==> src/rtl/keypad_pkg.sv <==
// Shared grid geometry, key codes, state/direction types and cell helpers
// for the keypad cursor controller.
package keypad_pkg;

    localparam int GRID_COLS = 5;
    localparam int GRID_ROWS = 3;
    localparam int X_ORIGIN  = 60;
    localparam int Y_ORIGIN  = 160;
    localparam int X_PITCH   = 90;
    localparam int Y_PITCH   = 100;

    localparam logic [2:0] LAST_COL  = 3'(GRID_COLS - 1);
    localparam logic [1:0] LAST_ROW  = 2'(GRID_ROWS - 1);
    localparam logic [2:0] RESET_COL = 3'd2;
    localparam logic [1:0] RESET_ROW = 2'd1;

    localparam logic [3:0] KEY_ADD   = 4'hA;
    localparam logic [3:0] KEY_SUB   = 4'hB;
    localparam logic [3:0] KEY_MUL   = 4'hC;
    localparam logic [3:0] KEY_DIV   = 4'hD;
    localparam logic [3:0] KEY_EQ    = 4'hE;
    localparam logic [3:0] RESET_KEY = 4'h5;

    localparam int BTN_RIGHT = 0;
    localparam int BTN_LEFT  = 1;
    localparam int BTN_DOWN  = 2;
    localparam int BTN_UP    = 3;
    localparam int BTN_SEL   = 4;
    localparam int NUM_BTNS  = 5;

    typedef enum logic [1:0] {
        SEL_IDLE     = 2'd0,
        SEL_VALID    = 2'd1,
        SEL_WAIT_REL = 2'd2
    } sel_state_e;

    typedef enum logic [1:0] {
        MOVE_UP    = 2'd0,
        MOVE_DOWN  = 2'd1,
        MOVE_LEFT  = 2'd2,
        MOVE_RIGHT = 2'd3
    } move_dir_e;

    function automatic logic [3:0] key_at(input logic [2:0] col, input logic [1:0] row);
        logic [3:0] code;
        code = 4'h0;
        case (row)
            2'd0: case (col)
                3'd0: code = 4'h7;
                3'd1: code = 4'h8;
                3'd2: code = 4'h9;
                3'd3: code = KEY_ADD;
                3'd4: code = KEY_DIV;
                default: code = 4'h0;
            endcase
            2'd1: case (col)
                3'd0: code = 4'h4;
                3'd1: code = 4'h5;
                3'd2: code = 4'h6;
                3'd3: code = KEY_SUB;
                3'd4: code = KEY_MUL;
                default: code = 4'h0;
            endcase
            2'd2: case (col)
                3'd0: code = 4'h1;
                3'd1: code = 4'h2;
                3'd2: code = 4'h3;
                3'd3: code = 4'h0;
                3'd4: code = KEY_EQ;
                default: code = 4'h0;
            endcase
            default: code = 4'h0;
        endcase
        return code;
    endfunction

    function automatic logic [2:0] next_col(input logic [2:0] col, input move_dir_e dir,
                                            input logic wrap);
        logic [2:0] col_n;
        col_n = col;
        if (dir == MOVE_RIGHT)
            col_n = (col == LAST_COL) ? (wrap ? 3'd0 : LAST_COL) : col + 3'd1;
        else if (dir == MOVE_LEFT)
            col_n = (col == 3'd0) ? (wrap ? LAST_COL : 3'd0) : col - 3'd1;
        return col_n;
    endfunction

    function automatic logic [1:0] next_row(input logic [1:0] row, input move_dir_e dir,
                                            input logic wrap);
        logic [1:0] row_n;
        row_n = row;
        if (dir == MOVE_DOWN)
            row_n = (row == LAST_ROW) ? (wrap ? 2'd0 : LAST_ROW) : row + 2'd1;
        else if (dir == MOVE_UP)
            row_n = (row == 2'd0) ? (wrap ? LAST_ROW : 2'd0) : row - 2'd1;
        return row_n;
    endfunction

    function automatic logic [9:0] pixel_x(input logic [2:0] col);
        return 10'(X_ORIGIN + X_PITCH * int'(col));
    endfunction

    function automatic logic [9:0] pixel_y(input logic [1:0] row);
        return 10'(Y_ORIGIN + Y_PITCH * int'(row));
    endfunction

endpackage

==> src/rtl/btn_debounce.sv <==
// Two-flop synchronizer, stability-count debouncer and one-cycle rising-edge
// pulse for a single raw pushbutton.
module btn_debounce #(
    parameter int DEBOUNCE_CYCLES = 500000
) (
    input  logic clk,
    input  logic rst_n,
    input  logic btn_raw,
    output logic level,
    output logic press
);

    localparam int CW = (DEBOUNCE_CYCLES > 1) ? $clog2(DEBOUNCE_CYCLES) : 1;
    localparam logic [CW-1:0] CNT_LAST = CW'(DEBOUNCE_CYCLES - 1);

    logic [1:0]    sync_q, sync_d;
    logic          level_q, level_d;
    logic          press_q, press_d;
    logic [CW-1:0] cnt_q, cnt_d;

    // The count only runs while the synchronized input disagrees with the
    // accepted level, so any sample that matches the old level restarts it.
    always_comb begin
        sync_d  = {sync_q[0], btn_raw};
        level_d = level_q;
        press_d = 1'b0;
        cnt_d   = '0;
        if (sync_q[1] != level_q) begin
            if (cnt_q == CNT_LAST) begin
                level_d = sync_q[1];
                press_d = sync_q[1];
            end else begin
                cnt_d = cnt_q + 1'b1;
            end
        end
    end

    always_ff @(posedge clk or negedge rst_n) begin
        if (!rst_n) begin
            sync_q  <= 2'b00;
            level_q <= 1'b0;
            press_q <= 1'b0;
            cnt_q   <= '0;
        end else begin
            sync_q  <= sync_d;
            level_q <= level_d;
            press_q <= press_d;
            cnt_q   <= cnt_d;
        end
    end

    assign level = level_q;
    assign press = press_q;

endmodule

==> src/rtl/keypad_cursor_ctrl.sv <==
// On-screen keypad: debounced buttons move a cursor over a 5x3 key grid once
// per frame, and a select handshake reports the highlighted key.
module keypad_cursor_ctrl
    import keypad_pkg::*;
#(
    parameter int DEBOUNCE_CYCLES = 500000,
    parameter int WRAP            = 1
) (
    input  logic       clk,
    input  logic       rst_n,
    input  logic       btn_up,
    input  logic       btn_down,
    input  logic       btn_left,
    input  logic       btn_right,
    input  logic       btn_sel,
    input  logic       vsync,
    input  logic       key_ack,
    output logic [2:0] cursor_col,
    output logic [1:0] cursor_row,
    output logic [9:0] cursor_x,
    output logic [9:0] cursor_y,
    output logic [3:0] key_code,
    output logic       key_valid
);

    localparam logic WRAP_EN = (WRAP != 0);

    logic [NUM_BTNS-1:0] btn_raw;
    logic [NUM_BTNS-1:0] btn_level;
    logic [NUM_BTNS-1:0] btn_press;
    logic                unused_levels;

    assign btn_raw = {btn_sel, btn_up, btn_down, btn_left, btn_right};
    assign unused_levels = ^btn_level[BTN_UP:BTN_RIGHT];

    for (genvar i = 0; i < NUM_BTNS; i++) begin : g_btn
        btn_debounce #(
            .DEBOUNCE_CYCLES(DEBOUNCE_CYCLES)
        ) u_btn_debounce (
            .clk    (clk),
            .rst_n  (rst_n),
            .btn_raw(btn_raw[i]),
            .level  (btn_level[i]),
            .press  (btn_press[i])
        );
    end

    logic [1:0] vs_sync_q, vs_sync_d;
    logic       vs_prev_q, vs_prev_d;
    logic       vs_fall;

    logic       sel_evt;
    logic       move_evt;
    move_dir_e  move_dir;

    logic       pend_valid_q, pend_valid_d;
    move_dir_e  pend_dir_q, pend_dir_d;
    logic [2:0] col_q, col_d;
    logic [1:0] row_q, row_d;
    logic [9:0] x_q, x_d;
    logic [9:0] y_q, y_d;

    sel_state_e state_q;
    logic       key_valid_q;
    logic [3:0] key_code_q;

    // Select wins outright; otherwise the highest-priority direction is kept.
    always_comb begin
        sel_evt  = btn_press[BTN_SEL];
        move_evt = !btn_press[BTN_SEL] && (|btn_press[BTN_UP:BTN_RIGHT]);
        if (btn_press[BTN_UP])
            move_dir = MOVE_UP;
        else if (btn_press[BTN_DOWN])
            move_dir = MOVE_DOWN;
        else if (btn_press[BTN_LEFT])
            move_dir = MOVE_LEFT;
        else
            move_dir = MOVE_RIGHT;
    end

    assign vs_sync_d = {vs_sync_q[0], vsync};
    assign vs_prev_d = vs_sync_q[1];
    assign vs_fall   = vs_prev_q && !vs_sync_q[1];

    always_comb begin
        pend_valid_d = pend_valid_q;
        pend_dir_d   = pend_dir_q;
        col_d        = col_q;
        row_d        = row_q;
        if (vs_fall) begin
            if (pend_valid_q) begin
                col_d = next_col(col_q, pend_dir_q, WRAP_EN);
                row_d = next_row(row_q, pend_dir_q, WRAP_EN);
            end
            pend_valid_d = 1'b0;
        end
        if (move_evt && (!pend_valid_q || vs_fall)) begin
            pend_valid_d = 1'b1;
            pend_dir_d   = move_dir;
        end
        x_d = pixel_x(col_d);
        y_d = pixel_y(row_d);
    end

    always_ff @(posedge clk or negedge rst_n) begin
        if (!rst_n) begin
            vs_sync_q    <= 2'b11;
            vs_prev_q    <= 1'b1;
            pend_valid_q <= 1'b0;
            pend_dir_q   <= MOVE_UP;
            col_q        <= RESET_COL;
            row_q        <= RESET_ROW;
            x_q          <= pixel_x(RESET_COL);
            y_q          <= pixel_y(RESET_ROW);
        end else begin
            vs_sync_q    <= vs_sync_d;
            vs_prev_q    <= vs_prev_d;
            pend_valid_q <= pend_valid_d;
            pend_dir_q   <= pend_dir_d;
            col_q        <= col_d;
            row_q        <= row_d;
            x_q          <= x_d;
            y_q          <= y_d;
        end
    end

    // Select handshake; key_code stays at the latched cell while the cursor moves on.
    always_ff @(posedge clk or negedge rst_n) begin
        if (!rst_n) begin
            state_q     <= SEL_IDLE;
            key_valid_q <= 1'b0;
            key_code_q  <= RESET_KEY;
        end else begin
            case (state_q)
                SEL_IDLE: begin
                    if (sel_evt) begin
                        key_code_q  <= key_at(col_q, row_q);
                        key_valid_q <= 1'b1;
                        state_q     <= SEL_VALID;
                    end
                end
                SEL_VALID: begin
                    if (key_ack) begin
                        key_valid_q <= 1'b0;
                        state_q     <= btn_level[BTN_SEL] ? SEL_WAIT_REL : SEL_IDLE;
                    end
                end
                SEL_WAIT_REL: begin
                    if (!btn_level[BTN_SEL])
                        state_q <= SEL_IDLE;
                end
                default: begin
                    key_valid_q <= 1'b0;
                    state_q     <= SEL_IDLE;
                end
            endcase
        end
    end

    assign cursor_col = col_q;
    assign cursor_row = row_q;
    assign cursor_x   = x_q;
    assign cursor_y   = y_q;
    assign key_code   = key_code_q;
    assign key_valid  = key_valid_q;

endmodule

==> config.mk <==
export PLATFORM = sky130hd
export DESIGN_NAME = keypad_cursor_ctrl
export DESIGN_NICKNAME = d
export VERILOG_FILES = /design/src/rtl/keypad_pkg.sv /design/src/rtl/btn_debounce.sv /design/src/rtl/keypad_cursor_ctrl.sv
export SDC_FILE = /design/constraint.sdc
export NUM_CORES = 1
export LEC_CHECK = 0
export ABC_AREA = 1
export BUFFER_PORTS_ARGS = -buffer_cell sky130_fd_sc_hd__buf_2
export CAP_MARGIN = 20
export CORE_MARGIN = 8
export CORE_UTILIZATION = 40
export DETAILED_ROUTE_END_ITERATION = 6
export PLACE_DENSITY_LB_ADDON = 0.05
export SYNTH_ARGS = -nofsm -noshare
export SYNTH_HDL_FRONTEND = slang
export SYNTH_SLANG_ARGS = --single-unit
==> constraint.sdc <==
create_clock -name clk -period 3.6 [get_ports clk]
set_input_delay 0.18 -clock clk [delete_from_list [all_inputs] [get_ports clk]]
set_output_delay 0.18 -clock clk [all_outputs]
set_load 0.02 [all_outputs]
==> flow_summary.toml <==
[detailed_routing]
wl_per_cell_um = 13.4
num_vias = 6255
remaining_drc_errors = 0
drt_first_iter_violations = 404
top_layer_used = "met4"
wirelength_mm = 17.2
via_per_inst = 4.87
met2WireLength_mm = 7.63
first_pass_iters = 5
met3_length_um = 677
antenna_left = 0
wl_met1_mm = 8.71

[global_routing]
grt-ovfl-total = 0
grt_use_total_pct = 15.2
grt_pass1_wl_mm = 29.7
antenna_found_initial = 0
grt_pass1_vias = 6103
grt_max_degree = 60

[sta]
fmax_mhz = 310
finalSetupViolCount = 0
post-route-period-util_pct = 89.5
hold_ws_ps = 292
tns_ps = 0
slew_headroom_pct = 59.1
slew_violations = 0
rsz0062_at_grt = "no"
worst_clock_skew_ps = 6.47
hold_viol_final = 0
tightest_slew_ps = 608
fin_crit_ps = 3220

[cts]
clock_path_buffers = 2
clk_pin_slew_ps = 60
clock_latency_ps = 420
cts_sinks = 145
htreeDepth = 4
cts_tree = "done"
cts_buffers = 17
cts_root_buffer = "clkbuf_16"

[logic_synthesis]
synth_top_family_by_area = "simple AND/OR/NAND/NOR gates"
yosys.area_share.simple_pct = 29.9
yosys.cell_types.count = 46
synth-seq-cells = 145
synth-compound-area-share_pct = 6.84
synthFlopType = "dfrtp_1"
muxShareOfSynthArea_pct = 0
yosys.area.top_type_share_pct = 42.7
synth.area.top_cells = "dfrtp_1 (43%), nand2_1 (7.5%), inv_1 (7.1%)"
synth_cells = 950
syn_area_per_cell_um2 = 8.21
synth_commonest_cells = "nand2_1 (155), inv_1 (147), dfrtp_1 (133)"
synth_edf_count = 0
yosys.area_share.adder_pct = 4.43
ys.warnings.count = 0
synth_xor_area_share_pct = 3.82
synth.cell_area_mm2 = 0.00779
yosysSeqAreaShare_pct = 46.7
yosysTopAreaCell = "dfrtp_1"
synthArstFlopShare_pct = 100
synth.most_common_cell = "nand2_1"

[place]
place_area_mm2 = 0.00826
post-dp-hpwl_mm = 12.8
port_buffers = 34
gp_congestion = 0.832

[layout]
diodes = 0
drive_gt1_share_pct = 13.2
final_nets = 1042
syn2layout_area_growth_pct = 14.7
design_area_mm2 = 0.00894

[floorplan]
start_util_pct = 40.4
dieArea_mm2 = 0.0242
coreArea_mm2 = 0.0193
ios = 39
die_w_um = 156
die_y_um = 156
rows = 51

[setup_path]
worstSetupEndpointType = "register"
required_ps = 3910
worstPathArrival_ps = 3530
critPathKind = "register to register"
cp_max_fo = 6
crit_path_start_kind = "register"

[worst_hold_path]
hold_class = "primary input to asynchronous set/reset pin"

[pwr]
p_leak_nw = 4.00
p_total_mw = 3.54
power_density_mw_per_mm2 = 395
max-vdd-ir-drop_uv = 279

[outcome]
status = "completed"

[flow_run]
cap_violations = 0
where the power goes:
group	total, mW	leakage, nW	switching [mW]	internal, mW
combinational	0.110	1.80	0.0791	0.0312
clock	1.75	0.281	0.694	1.05
sequential	1.68	1.92	0.0224	1.65
repair_timing:
item | in CTS | in global routing
gates resized for setup | 0 | 3
hold buffers | 8 | 0
endpoints found under the setup margin | 0 | 2
setup buffers | 0 | 0
hold endpoints to repair | 61 | 0
worst max-delay path: stages (launching register included):
cell and delay, ps:
dfstp_2 580, inv_1 100, ha_1 210, inv_1 140, nor2_1 80, o21ai_0 150
a21oi_1 80, a21oi_1 250, ha_1 270, ha_1 190, inv_1 60, fa_1 420
xnor2_2 220, nand2_1 100, nand3b_1 170, nand2_1 70, nand2_1 50
routing by layer:
| layer | global-route usage [%] | vias up |
|---|---|---|
| li1 | - | 3218 |
| met1 | 21.1 | 2927 |
| met2 | 23.3 | 97 |
| met3 | 3.43 | 13 |
| met4 | 4.44 | 0 |
| met5 | 0 | - |
metrics by stage:
| step | cells | utilization [%] | setup WS [ps] |
|---|---|---|---|
| floorplan | 953 | - | 538 |
| global placement | 1244 | 42.9 | 285 |
| detailed placement | 1244 | 42.9 | 224 |
| CTS | 1284 | 46.4 | 206 |
| global route | 1284 | 46.4 | 19.6 |
| finish | 1284 | 46.4 | 376 |
registers in the layout (all words and copies together), names as in the netlist, 2 cells and up:
signal                       count
g_btn.u_btn_debounce.cnt_q      95
cursor_y                         5
cursor_x                         8
vs_sync_q                        2
g_btn.u_btn_debounce.level       5
key_code                         4
g_btn.u_btn_debounce.sync_q     10
state_q                          2
pend_dir_q                       2
g_btn.u_btn_debounce.press       5
cursor_col                       3
final timing paths:
path                       cells past startpoint                                         from                                          end  slack (ps)
max                                           16                      cursor_col[1]$_DFF_PN1_                        cursor_x[8]$_DFF_PN0_         380
min                                            2                                        rst_n   g_btn[0].u_btn_debounce.cnt_q[8]$_DFF_PN0_         290
max reg2reg                                   16                      cursor_col[1]$_DFF_PN1_                        cursor_x[8]$_DFF_PN0_         380
min reg2reg                                    0  g_btn[0].u_btn_debounce.sync_q[0]$_DFF_PN0_  g_btn[0].u_btn_debounce.sync_q[1]$_DFF_PN0_         350
max in group asynchronous                      3                                        rst_n                        cursor_x[4]$_DFF_PN1_        2450
min in group clk                               0  g_btn[0].u_btn_debounce.sync_q[0]$_DFF_PN0_  g_btn[0].u_btn_debounce.sync_q[1]$_DFF_PN0_         350
cell type report:
class	count	area, um^2
Clock buffer	19	453
Clock inverter	13	136
Fill cell	1973	10300
Inverter	151	567
Multi-Input combinational cell	646	3530
Sequential cell	145	3640
Tap cell	265	332
Timing Repair Buffer	45	279
layout by cell type (no fill, tap or decap), drive strengths merged, types with 24 or more instances in the layout:
cell type / n
xor2: 27
o21ai: 24
nand4: 50
nand3: 52
nand2: 167
a21oi: 40
ha: 26
dfrtp: 133
nor3: 43
nor2: 144
inv: 151
buf: 37
cell families after synthesis:
kind of cell | after synthesis
DFF | 145
and+or+nand+nor | 488
adders and majority gates | 27
buffers and inverters | 162
AOI/OAI and AO/OA | 93
other | 1
xor gates and xnor gates | 34
Note: power is estimated with default switching activity, not from simulation.
